$ cat src/rtl/counter_pkg.sv
// counter_pkg: shared constants and helpers for the up/down counter family.
//   DIR_UP / DIR_DOWN : encodings of the UD direction input
//   clog2             : constant function for derived widths
//   next_count        : wrapped modulo successor/predecessor of a count value
package counter_pkg;

  localparam logic DIR_UP   = 1'b1;
  localparam logic DIR_DOWN = 1'b0;

  function automatic int unsigned clog2(input int unsigned v);
    int unsigned r;
    r = 0;
    while ((64'd1 << r) < 64'(v)) r++;
    return r;
  endfunction

  function automatic int unsigned next_count(input int unsigned q,
                                             input logic        up,
                                             input int unsigned modulus);
    if (up == DIR_UP) return (q == modulus - 1) ? 0 : q + 1;
    else              return (q == 0) ? modulus - 1 : q - 1;
  endfunction

endpackage

$ cat src/rtl/counter_tc_detect.sv
// counter_tc_detect: combinational terminal-count detector.
//   q      : current count (WIDTH bits)
//   ctt    : count enable T, gates co
//   ud     : direction, 1 = up, 0 = down
//   at_max : q == MODULUS-1
//   at_min : q == 0
//   co     : ctt & (ud ? at_max : at_min), the cascade carry/borrow
module counter_tc_detect
  import counter_pkg::*;
#(
  parameter int WIDTH   = 4,
  parameter int MODULUS = 16
) (
  input  logic [WIDTH-1:0] q,
  input  logic             ctt,
  input  logic             ud,
  output logic             at_max,
  output logic             at_min,
  output logic             co
);

  // One extra bit so MODULUS = 2^WIDTH does not overflow the constant.
  localparam logic [WIDTH:0] MAX_VAL = (WIDTH + 1)'(MODULUS - 1);

  always_comb begin
    at_max = ({1'b0, q} == MAX_VAL);
    at_min = (q == '0);
    co     = ctt & ((ud == DIR_UP) ? at_max : at_min);
  end

endmodule

$ cat src/rtl/param_updown_counter.sv
// param_updown_counter: synchronous up/down modulo-MODULUS counter with
// active-low parallel load, dual count enables and cascadable Co.
//   CP   : clock, rising edge
//   CR   : synchronous reset, active-high
//   CTP  : count enable P
//   CTT  : count enable T, also gates Co
//   LD   : synchronous parallel load, active-low (D >= MODULUS clamps)
//   UD   : direction, 1 = up, 0 = down
//   D    : load value
//   Q    : registered count
//   Co   : combinational terminal-count carry/borrow
//   Wrap : registered one-cycle pulse after a wrapping count edge
// Build option: COUNTER_SATURATE_EN makes counting saturate at the range
// ends instead of wrapping; Wrap is then tied to 0.
module param_updown_counter
  import counter_pkg::*;
#(
  parameter int WIDTH   = 4,
  parameter int MODULUS = 16
) (
  input  logic             CP,
  input  logic             CR,
  input  logic             CTP,
  input  logic             CTT,
  input  logic             LD,
  input  logic             UD,
  input  logic [WIDTH-1:0] D,
  output logic [WIDTH-1:0] Q,
  output logic             Co,
  output logic             Wrap
);

  localparam int unsigned    MOD_BITS = clog2(MODULUS);
  localparam logic [WIDTH:0] MOD_W    = (WIDTH + 1)'(MODULUS);
  localparam logic [WIDTH:0] MAX_VAL  = (WIDTH + 1)'(MODULUS - 1);

  if (WIDTH < 1 || MODULUS < 2 || MOD_BITS > WIDTH) begin : g_bad_params
    $error("param_updown_counter: need WIDTH >= 1 and 2 <= MODULUS <= 2**WIDTH");
  end

  logic             at_max;
  logic             at_min;
  logic [WIDTH-1:0] load_val;
  logic [WIDTH-1:0] next_q;
  logic             wrap_evt;

  counter_tc_detect #(
    .WIDTH   (WIDTH),
    .MODULUS (MODULUS)
  ) u_tc (
    .q      (Q),
    .ctt    (CTT),
    .ud     (UD),
    .at_max (at_max),
    .at_min (at_min),
    .co     (Co)
  );

  always_comb begin
    load_val = ({1'b0, D} >= MOD_W) ? MAX_VAL[WIDTH-1:0] : D;
`ifdef COUNTER_SATURATE_EN
    wrap_evt = 1'b0;
    if (UD == DIR_UP) next_q = at_max ? Q : Q + 1'b1;
    else              next_q = at_min ? Q : Q - 1'b1;
`else
    // A count edge wraps exactly when it leaves the terminal value.
    wrap_evt = (UD == DIR_UP) ? at_max : at_min;
    next_q   = WIDTH'(next_count(32'(Q), UD, 32'(MODULUS)));
`endif
  end

  always_ff @(posedge CP) begin
    if (CR) begin
      Q    <= '0;
      Wrap <= 1'b0;
    end else if (!LD) begin
      Q    <= load_val;
      Wrap <= 1'b0;
    end else if (CTP && CTT) begin
      Q    <= next_q;
      Wrap <= wrap_evt;
    end else begin
      Wrap <= 1'b0;
    end
  end

endmodule

$ cat config.mk
export PLATFORM = sky130hd
export DESIGN_NAME = param_updown_counter
export DESIGN_NICKNAME = d
export VERILOG_FILES = /design/src/rtl/counter_pkg.sv /design/src/rtl/counter_tc_detect.sv /design/src/rtl/param_updown_counter.sv
export SDC_FILE = /design/constraint.sdc
export NUM_CORES = 1
export LEC_CHECK = 0
export CAP_MARGIN = 10
export CORE_UTILIZATION = 25
export CTS_CLUSTER_DIAMETER = 60
export DETAILED_ROUTE_END_ITERATION = 6
export GPL_TIMING_DRIVEN = 0
export HOLD_SLACK_MARGIN = 0.15
export SLEW_MARGIN = 20
export SYNTH_ARGS = -nofsm -noshare
export SYNTH_HDL_FRONTEND = slang
export SYNTH_SLANG_ARGS = --single-unit
$ cat constraint.sdc
create_clock -name CP -period 2.08 [get_ports CP]
set_clock_uncertainty 0.2 [all_clocks]
set_input_delay 0.312 -clock CP [delete_from_list [all_inputs] [get_ports CP]]
set_output_delay 0.312 -clock CP [all_outputs]
set_load 0.02 [all_outputs]
======== After elaboration in Yosys (flattened, before gate mapping) ========
Cells that the tools add are included.
word-level totals
  flip-flop bits (word level) ............. 5
  latch bits .............................. 0
  RAM bits ................................ 0
  bits in read-only memories .............. 0
  input port bits ......................... 10
  logic and storage cells ................. 18
  memories kept ........................... 0
cells by class
  add/subtract/negate cells ............... 2
  multipliers ............................. 0
  div/mod/pow operators ................... 0
  order comparisons ....................... 0
  equality and inequality tests ........... 2
  shifts and indexed selects .............. 0
  mux-type cells .......................... 6
  bitwise operators ....................... 3
  reduce and logical (&&, ||, !) cells .... 3
operator list
  cell                   count
  $mux W4                5
  $add A4 B1 Y4 const B  1
  $eq A4 B4 Y1 const B   1
  $logic_not A4 Y1       1
  $sub A4 B1 Y4 const B  1
  $reduce_or A3 Y1       1
  $ne A2 B1 Y1 const B   1
  $not A1 Y1             2
  $and A1 B1 Y1          1
  $logic_and A1 B1 Y1    1
  $mux W1                1

======== Logic depth before layout (Yosys ltp) ========
Gate-level depths: netlist (run 1).
  word-level depth ........................ 5
  depth in mapped cells ................... 6

======== By module ========
From an unflattened synthesis (run 1), not the netlist that was laid out.
unflattened totals
  cells, all modules ...................... 49
  area, all modules ....................... 404.1 µm²
by module, submodules not included
  module                times used  cells each  area each (µm²)  seq. area each (µm²)
  param_updown_counter  1           44          351.6            100.1
  counter_tc_detect     1           5           52.6             0.0

======== Worst setup path before layout (run 1) ========
OpenSTA, ideal clock, no wires.
  path type ............................... register to output
  start point ............................. register Q[0]
  end point ............................... output port Co
  arrival time ............................ 1443 ps
  data required time ...................... 1568 ps
  setup slack ............................. 125 ps
  cell stages (with the launch flop) ...... 6
  cells stage by stage .................... dfxtp_1 inv_1 ha_1 or3b_4 o21ai_1 and2_1
between the ends
  cells in the longest elaborated chain, start to end .. 3
  elaborated cells on any way between the ends .. 4
  classes of those cells .................. eq/ne (1); mux (1); bitwise (1); reduce/logical (1)
RTL lines
  element                                           line                                              source
  start: declaration                                param_updown_counter.sv:28                        output logic [WIDTH-1:0] Q,
  start signal: assignment                          param_updown_counter.sv:77                        Q <= load_val;
  start signal: assignment                          param_updown_counter.sv:80                        Q <= next_q;
  $eq A4 B4 Y1 or $logic_not A4 Y1 (tied branches)  counter_tc_detect.sv:26, counter_tc_detect.sv:27
  $mux W1 *                                         counter_tc_detect.sv:28                           co = ctt & ((ud == DIR_UP) ? at_max : at_min);
  $and A1 B1 Y1 *                                   counter_tc_detect.sv:28
  end: declaration                                  param_updown_counter.sv:29                        output logic Co,
Mark *: on every way between the ends. The rest lies on a longest branch, timed or not.

======== Worst setup path in the final report (run 1) ========
Ends and elaborated chain as after synthesis.

==> flow_metrics.env, run 1 <==
export IMPL_status="finished, final reports clean"
export IMPL_netlist_instances=46
export IMPL_yosysMostFrequentCell="dfxtp_1"
export IMPL_synth_flop_cell="dfxtp_1"
export IMPL_cts_sinks=5
export IMPL_hold_class="in -> reg"
export IMPL_synth_top_cell_area_share_pct=26.6
export IMPL_crit_end="Co"
export IMPL_drc=0
export IMPL_r2r_end="Q[2]$_SDFFE_PP0P_"
export IMPL_n_antenna_cell=0
export IMPL_top_layer="met4"
export IMPL_post_route_period_util_pct=99.2
export IMPL_min_period_ps=2060
export IMPL_postSynth_asyncResetShare_pct=0
export IMPL_peakVddDrop_mv=0.221
export IMPL_ff2ff_path_depth=5
export IMPL_placementRows=13
export IMPL_cts_tree="built"
export IMPL_synth_distinct_cells=31
export IMPL_first_iter_violations=9
export IMPL_drv_cap=0
export IMPL_grt_overflow=0
export IMPL_end_kind="output pin"
export IMPL_dr_wl_met2_um=506
export IMPL_powerDensity_mw_per_mm2=566
export IMPL_hold_viol=0
export IMPL_path_max_fanout=2
export IMPL_tightest_slew_ps=294
export IMPL_synth_edf_count=0
export IMPL_drv_slew=0
export IMPL_critical_path_class="reg -> out"
export IMPL_syn_to_final_growth_pct=63.1
export IMPL_die_w_um=40.8
export IMPL_vias=408
export IMPL_ys_top_cells_by_count="dfxtp_1, a21oi_1, a31oi_1, nor2_1"
export IMPL_wl_per_cell_um=12.3
export IMPL_dpl_hpwl_um=653
export IMPL_dieArea_mm2=0.00167
export IMPL_antenna_found_initial=0
export IMPL_core_area_mm2=0.00135
export IMPL_start_util_pct=27.9
export IMPL_die_h_um=40.8
export IMPL_portBuffers=13
export IMPL_cts_hold_buf=0
export IMPL_cp_data_required_time_ps=1570
export IMPL_slew_headroom_pct=80.4
export IMPL_synth_seq_area_share_pct=26.6
export IMPL_timing_rr_start="Q[0]$_SDFFE_PP0P_"
export IMPL_ant_nets=0
export IMPL_met3_length_um=81
export IMPL_stdcell_area_um2=614
export IMPL_place_congestion=0.744
export IMPL_arrival_ps=1550
export IMPL_grt_max_degree=10
export IMPL_htree_levels=1
export IMPL_max_freq_mhz=484
export IMPL_clk_pin_slew_ps=40
export IMPL_grtUsageTotal_pct=14.7
export IMPL_final_setup_tns_ps=0
export IMPL_grt_first_pass_wirelength_um=1520
export IMPL_yosys_top_cells_area="dfxtp_1, ha_1, a31oi_1, a21oi_1, buf_6"
export IMPL_yosysTopAreaCell="dfxtp_1"
export IMPL_firstDrtPassIters=2
export IMPL_placed_area_um2=526
export IMPL_syn_area_um2=377
export IMPL_crit_path_start_kind="register"
export IMPL_rsz0062_at_grt="true"
export IMPL_clock_root_buffer="clkbuf_4"
export IMPL_wl_met1_um=408
export IMPL_max_clock_path_buffers=2
export IMPL_nNetsFinal=80
export IMPL_ys_seq_elements=5
export IMPL_synth_nets=58
export IMPL_p_leak_nw=0.245
export IMPL_cts_made_buffers=3
export IMPL_synth_warnings=0
export IMPL_drive_above_1_share_pct=31.3
export IMPL_grt_pass1_vias=362
export IMPL_worstSkewPairLatency_ps=250
export IMPL_ioPinCount=16
export IMPL_setup_viol=0
export IMPL_drt_wl_total_um=1010
export IMPL_whs_path_depth=2
export IMPL_post_drt_via_cell_ratio=4.98
export IMPL_startpoint="Q[0]$_SDFFE_PP0P_"
export IMPL_reg2reg_slack_ps=370
export IMPL_syn_avg_cell_area_um2=8.19
[power by group]
group          total, mW  switching [mW]  internal [mW]
Sequential         0.110         0.00792          0.102
Clock              0.118          0.0454         0.0729
Combinational      0.120          0.0541         0.0656
Total              0.348           0.107          0.241
[layout make-up]
cell class / instances / area, um^2
plain buffers: 3 / 23.8
clock buffers: 4 / 26.3
fillers: 142 / 736
inverters: 2 / 12.5
multi-input cells: 36 / 264
flip-flops and latches: 5 / 108
well taps: 15 / 18.8
repair buffers: 17 / 161
[stage by stage]
step | setup WS (ps) | utilization (%) | cells | power, mW | hold WS (ps)
global route | -37.6 | 45.5 | 82 | 0.366 | 204
finish | 15.8 | 45.5 | 82 | 0.348 | 169
floorplan | 125 | - | 46 | 0.172 | 181
CTS | -14.6 | 45.1 | 82 | 0.348 | 168
global placement | -382 | 38.9 | 74 | 0.210 | 427
detailed placement | -403 | 38.9 | 74 | 0.210 | 441
[metal layers]
metal / global-route usage (%) / vias up
met2: 25.4 / 13
met3: 8.15 / 2
met4: 5.00 / 0
li1: - / 214
met1: 14.8 / 179
met5: 0 / -
[how the worst min path moves through the flow]
| stage | endpoint | from |
|---|---|---|
| 2_1_floorplan | Q[0]$_SDFFE_PP0P_ | CR |
| 3_3_place_gp | Q[2]$_SDFFE_PP0P_ | Q[2]$_SDFFE_PP0P_ |
| 3_5_place_dp | Q[1]$_SDFFE_PP0P_ | LD |
| 4_1_cts | Q[1]$_SDFFE_PP0P_ | LD |
| 5_1_grt | Q[1]$_SDFFE_PP0P_ | LD |
| 6_report | Q[1]$_SDFFE_PP0P_ | LD |
[state kept, by name, indices dropped and copies added, names as in the netlist]
signal,flops
Q,4
Wrap,1
[placed cells by master, fill, tap and decap left out, drive strengths merged, types with 2 or more instances in the layout]
| master | netlist | final |
|---|---|---|
| a21oi | 4 | 4 |
| a31oi | 3 | 3 |
| buf | 2 | 7 |
| clkbuf | 1 | 5 |
| clkdlybuf4s50 | 0 | 12 |
| dfxtp | 5 | 5 |
| ha | 2 | 2 |
| inv | 2 | 2 |
| nand2 | 2 | 2 |
| nor2 | 3 | 3 |
| nor3 | 2 | 2 |
| o21ai | 3 | 3 |
[timing repair]
action,4_1_cts,5_1_grt
buffers inserted,4,0
pin swaps,3,3
endpoints found under the setup margin,1,1
resized for setup,16,2
[worst max-delay path: stages (launching register included)]
cell	delay [ps]
dfxtp_4	340
inv_4	60
ha_4	130
or3b_4	370
o21ai_2	140
and2_4	150
buf_6	100
[logic make-up (layout without fill, tap and decap cells)]
group                    Yosys count  count (layout)  share of synthesized area [%]
XOR/XNOR                           1               1                           2.33
AO/OA/AOI/OAI                     17              17                           30.9
adder cells (fa/ha/maj)            2               2                           6.64
multiplexers                       1               1                           2.66
buffers and inverters              5              26                           8.31
flip-flops                         5               5                           26.6
AND/OR/NAND/NOR                   15              15                           22.6
Power figures use the tool's default switching activity.
==> run 2, diff against run 1 <==
--- a/config.mk
+++ b/config.mk
@@ -13,2 +13,3 @@
 export HOLD_SLACK_MARGIN = 0.15
+export PLACE_DENSITY = 0.6
 export SLEW_MARGIN = 20
--- a/constraint.sdc
+++ b/constraint.sdc
@@ -4,2 +4,2 @@
 set_output_delay 0.312 -clock CP [all_outputs]
-set_load 0.02 [all_outputs]
+set_load 0.005 [all_outputs]
==> flow_metrics.env, run 2 (synthesis gave the netlist of run 1 again) <==
export IMPL_status="finished, final reports clean"
export IMPL_slew_headroom_pct=80.2
export IMPL_start_util_pct=27.9
export IMPL_grt_overflow=0
export IMPL_final_setup_tns_ps=0
export IMPL_drv_slew=0
export IMPL_wl_per_cell_um=12.2
export IMPL_power_uw=340
export IMPL_top_layer="met4"
export IMPL_whs_path_depth=2
export IMPL_dieArea_mm2=0.00167
export IMPL_p_seq_share_pct=32.3
export IMPL_p_leak_nw=0.248
export IMPL_drt_wl_total_um=1020
export IMPL_p_comb_share_pct=32.7
export IMPL_final_common_cell="clkdlybuf4s50_1"
export IMPL_crit_path_start_kind="register"
export IMPL_core_area_mm2=0.00135
export IMPL_drive_above_1_share_pct=30.9
export IMPL_top_regs="Q (4), Wrap (1)"
export IMPL_cts_sinks=5
export IMPL_vias=420
export IMPL_powerDensity_mw_per_mm2=555
export IMPL_ant_nets=0
export IMPL_fin_util_pct=45.4
export IMPL_switching_share_pct=29.4
export IMPL_placementRows=13
export IMPL_end_kind="output pin"
export IMPL_stdcell_count=83
export IMPL_min_period_ps=2050
export IMPL_grtUsageTotal_pct=14.6
export IMPL_first_iter_violations=7
export IMPL_syn_to_final_growth_pct=62.8
export IMPL_largest_register_ffs=4
export IMPL_final_cell_mix="clkdlybuf4s50_1, buf_4"
export IMPL_n_antenna_cell=0
export IMPL_fillers=142
export IMPL_nNetsFinal=81
export IMPL_whs_ps=170
export IMPL_die_w_um=40.8
export IMPL_htree_levels=1
export IMPL_regMostFlops="Q"
export IMPL_drv_cap=0
export IMPL_dr_wl_met2_um=516
export IMPL_tightest_slew_ps=297
export IMPL_antenna_found_initial=0
export IMPL_hold_class="in -> reg"
export IMPL_cp_data_required_time_ps=1570
export IMPL_rsz0062_at_grt="true"
export IMPL_clk_pin_slew_ps=40
export IMPL_placed_area_um2=526
export IMPL_firstDrtPassIters=2
export IMPL_reg2reg_slack_ps=370
export IMPL_ff2ff_path_depth=5
export IMPL_post_place_ws_ps=-299
export IMPL_stdcell_area_um2=613
export IMPL_ioPinCount=16
export IMPL_arrival_ps=1530
export IMPL_post_route_period_util_pct=98.4
export IMPL_met3_length_um=81
export IMPL_grt_max_degree=10
export IMPL_drc=0
export IMPL_internal_power_uw=240
export IMPL_hold_end="Q[1]$_SDFFE_PP0P_"
export IMPL_fin_ws_ps=33.9
export IMPL_worstHoldStart="LD"
export IMPL_cts_made_buffers=3
export IMPL_p_switching_uw=100
export IMPL_peakVddDrop_mv=0.220
export IMPL_clock_root_buffer="clkbuf_4"
export IMPL_post_drt_via_cell_ratio=5.06
export IMPL_die_h_um=40.8
export IMPL_p_clk_share_pct=34.9
export IMPL_path_max_fanout=2
export IMPL_dpl_hpwl_um=653
export IMPL_dp_cells=74
export IMPL_wl_met1_um=405
export IMPL_hold_viol=0
export IMPL_r2r_end="Q[2]$_SDFFE_PP0P_"
export IMPL_grt_first_pass_wirelength_um=1510
export IMPL_cts_tree="built"
export IMPL_max_freq_mhz=489
export IMPL_worstSkewPairLatency_ps=250
export IMPL_grt_pass1_vias=358
export IMPL_critical_path_class="reg -> out"
export IMPL_max_clock_path_buffers=2
export IMPL_timing_rr_start="Q[0]$_SDFFE_PP0P_"
export IMPL_portBuffers=13
export IMPL_place_congestion=0.744
export IMPL_setup_viol=0
[run 2: cell types whose count changed in the layout (fill, tap and decap cells not counted), sizes merged]
cell,delta
buf,+1
[run 2: area by class of cell]
class,count,area [um^2],share of cell area (%)
Buffer,3,23.8,3.88
Clock buffer,4,26.3,4.29
Inverter,2,12.5,2.04
Multi-Input combinational cell,36,262,42.7
Sequential cell,5,108,17.6
Tap cell,15,18.8,3.06
Timing Repair Buffer,18,163,26.5
[run 2: power groups by stage]
| stage | combinational (mW) | sequential (mW) | clock, mW |
|---|---|---|---|
| 4_1_cts | 0.107 | 0.109 | 0.122 |
| 3_5_place_dp | 0.0870 | 0.115 | 0 |
| 6_report | 0.111 | 0.110 | 0.119 |
| 2_1_floorplan | 0.0501 | 0.114 | 0 |
| 5_1_grt | 0.123 | 0.111 | 0.124 |
| 3_3_place_gp | 0.0865 | 0.115 | 0 |
[run 2: timing repair]
| item | in CTS | in global routing |
|---|---|---|
| hold buffers | 0 | 0 |
| endpoints found under the setup margin | 1 | 1 |
| gates resized for setup | 13 | 2 |
| pin swaps | 3 | 3 |
| buffers inserted | 4 | 1 |
| gates cloned | 0 | 0 |
[run 2: critical path: stages (launching register included)]
cell and delay [ps]:
dfxtp_4 340, inv_4 60, ha_4 130, or3b_4 370, o21ai_2 140, and2_1 130, buf_2 100
[run 2: how the worst max path moves through the flow]
stage	from	endpoint	slack, ps
finish	Q[0]$_SDFFE_PP0P_	Co	30
global route	Q[0]$_SDFFE_PP0P_	Co	-10
CTS	Q[1]$_SDFFE_PP0P_	Co	20
detailed placement	Q[0]$_SDFFE_PP0P_	Co	-300
global placement	Q[0]$_SDFFE_PP0P_	Co	-280
floorplan	Q[0]$_SDFFE_PP0P_	Co	300
[run 2: routing by layer]
layer	track usage [%]	vias up
li1	-	218
met1	14.5	187
met2	25.4	13
met3	8.15	2
met4	5.00	0
met5	0	-
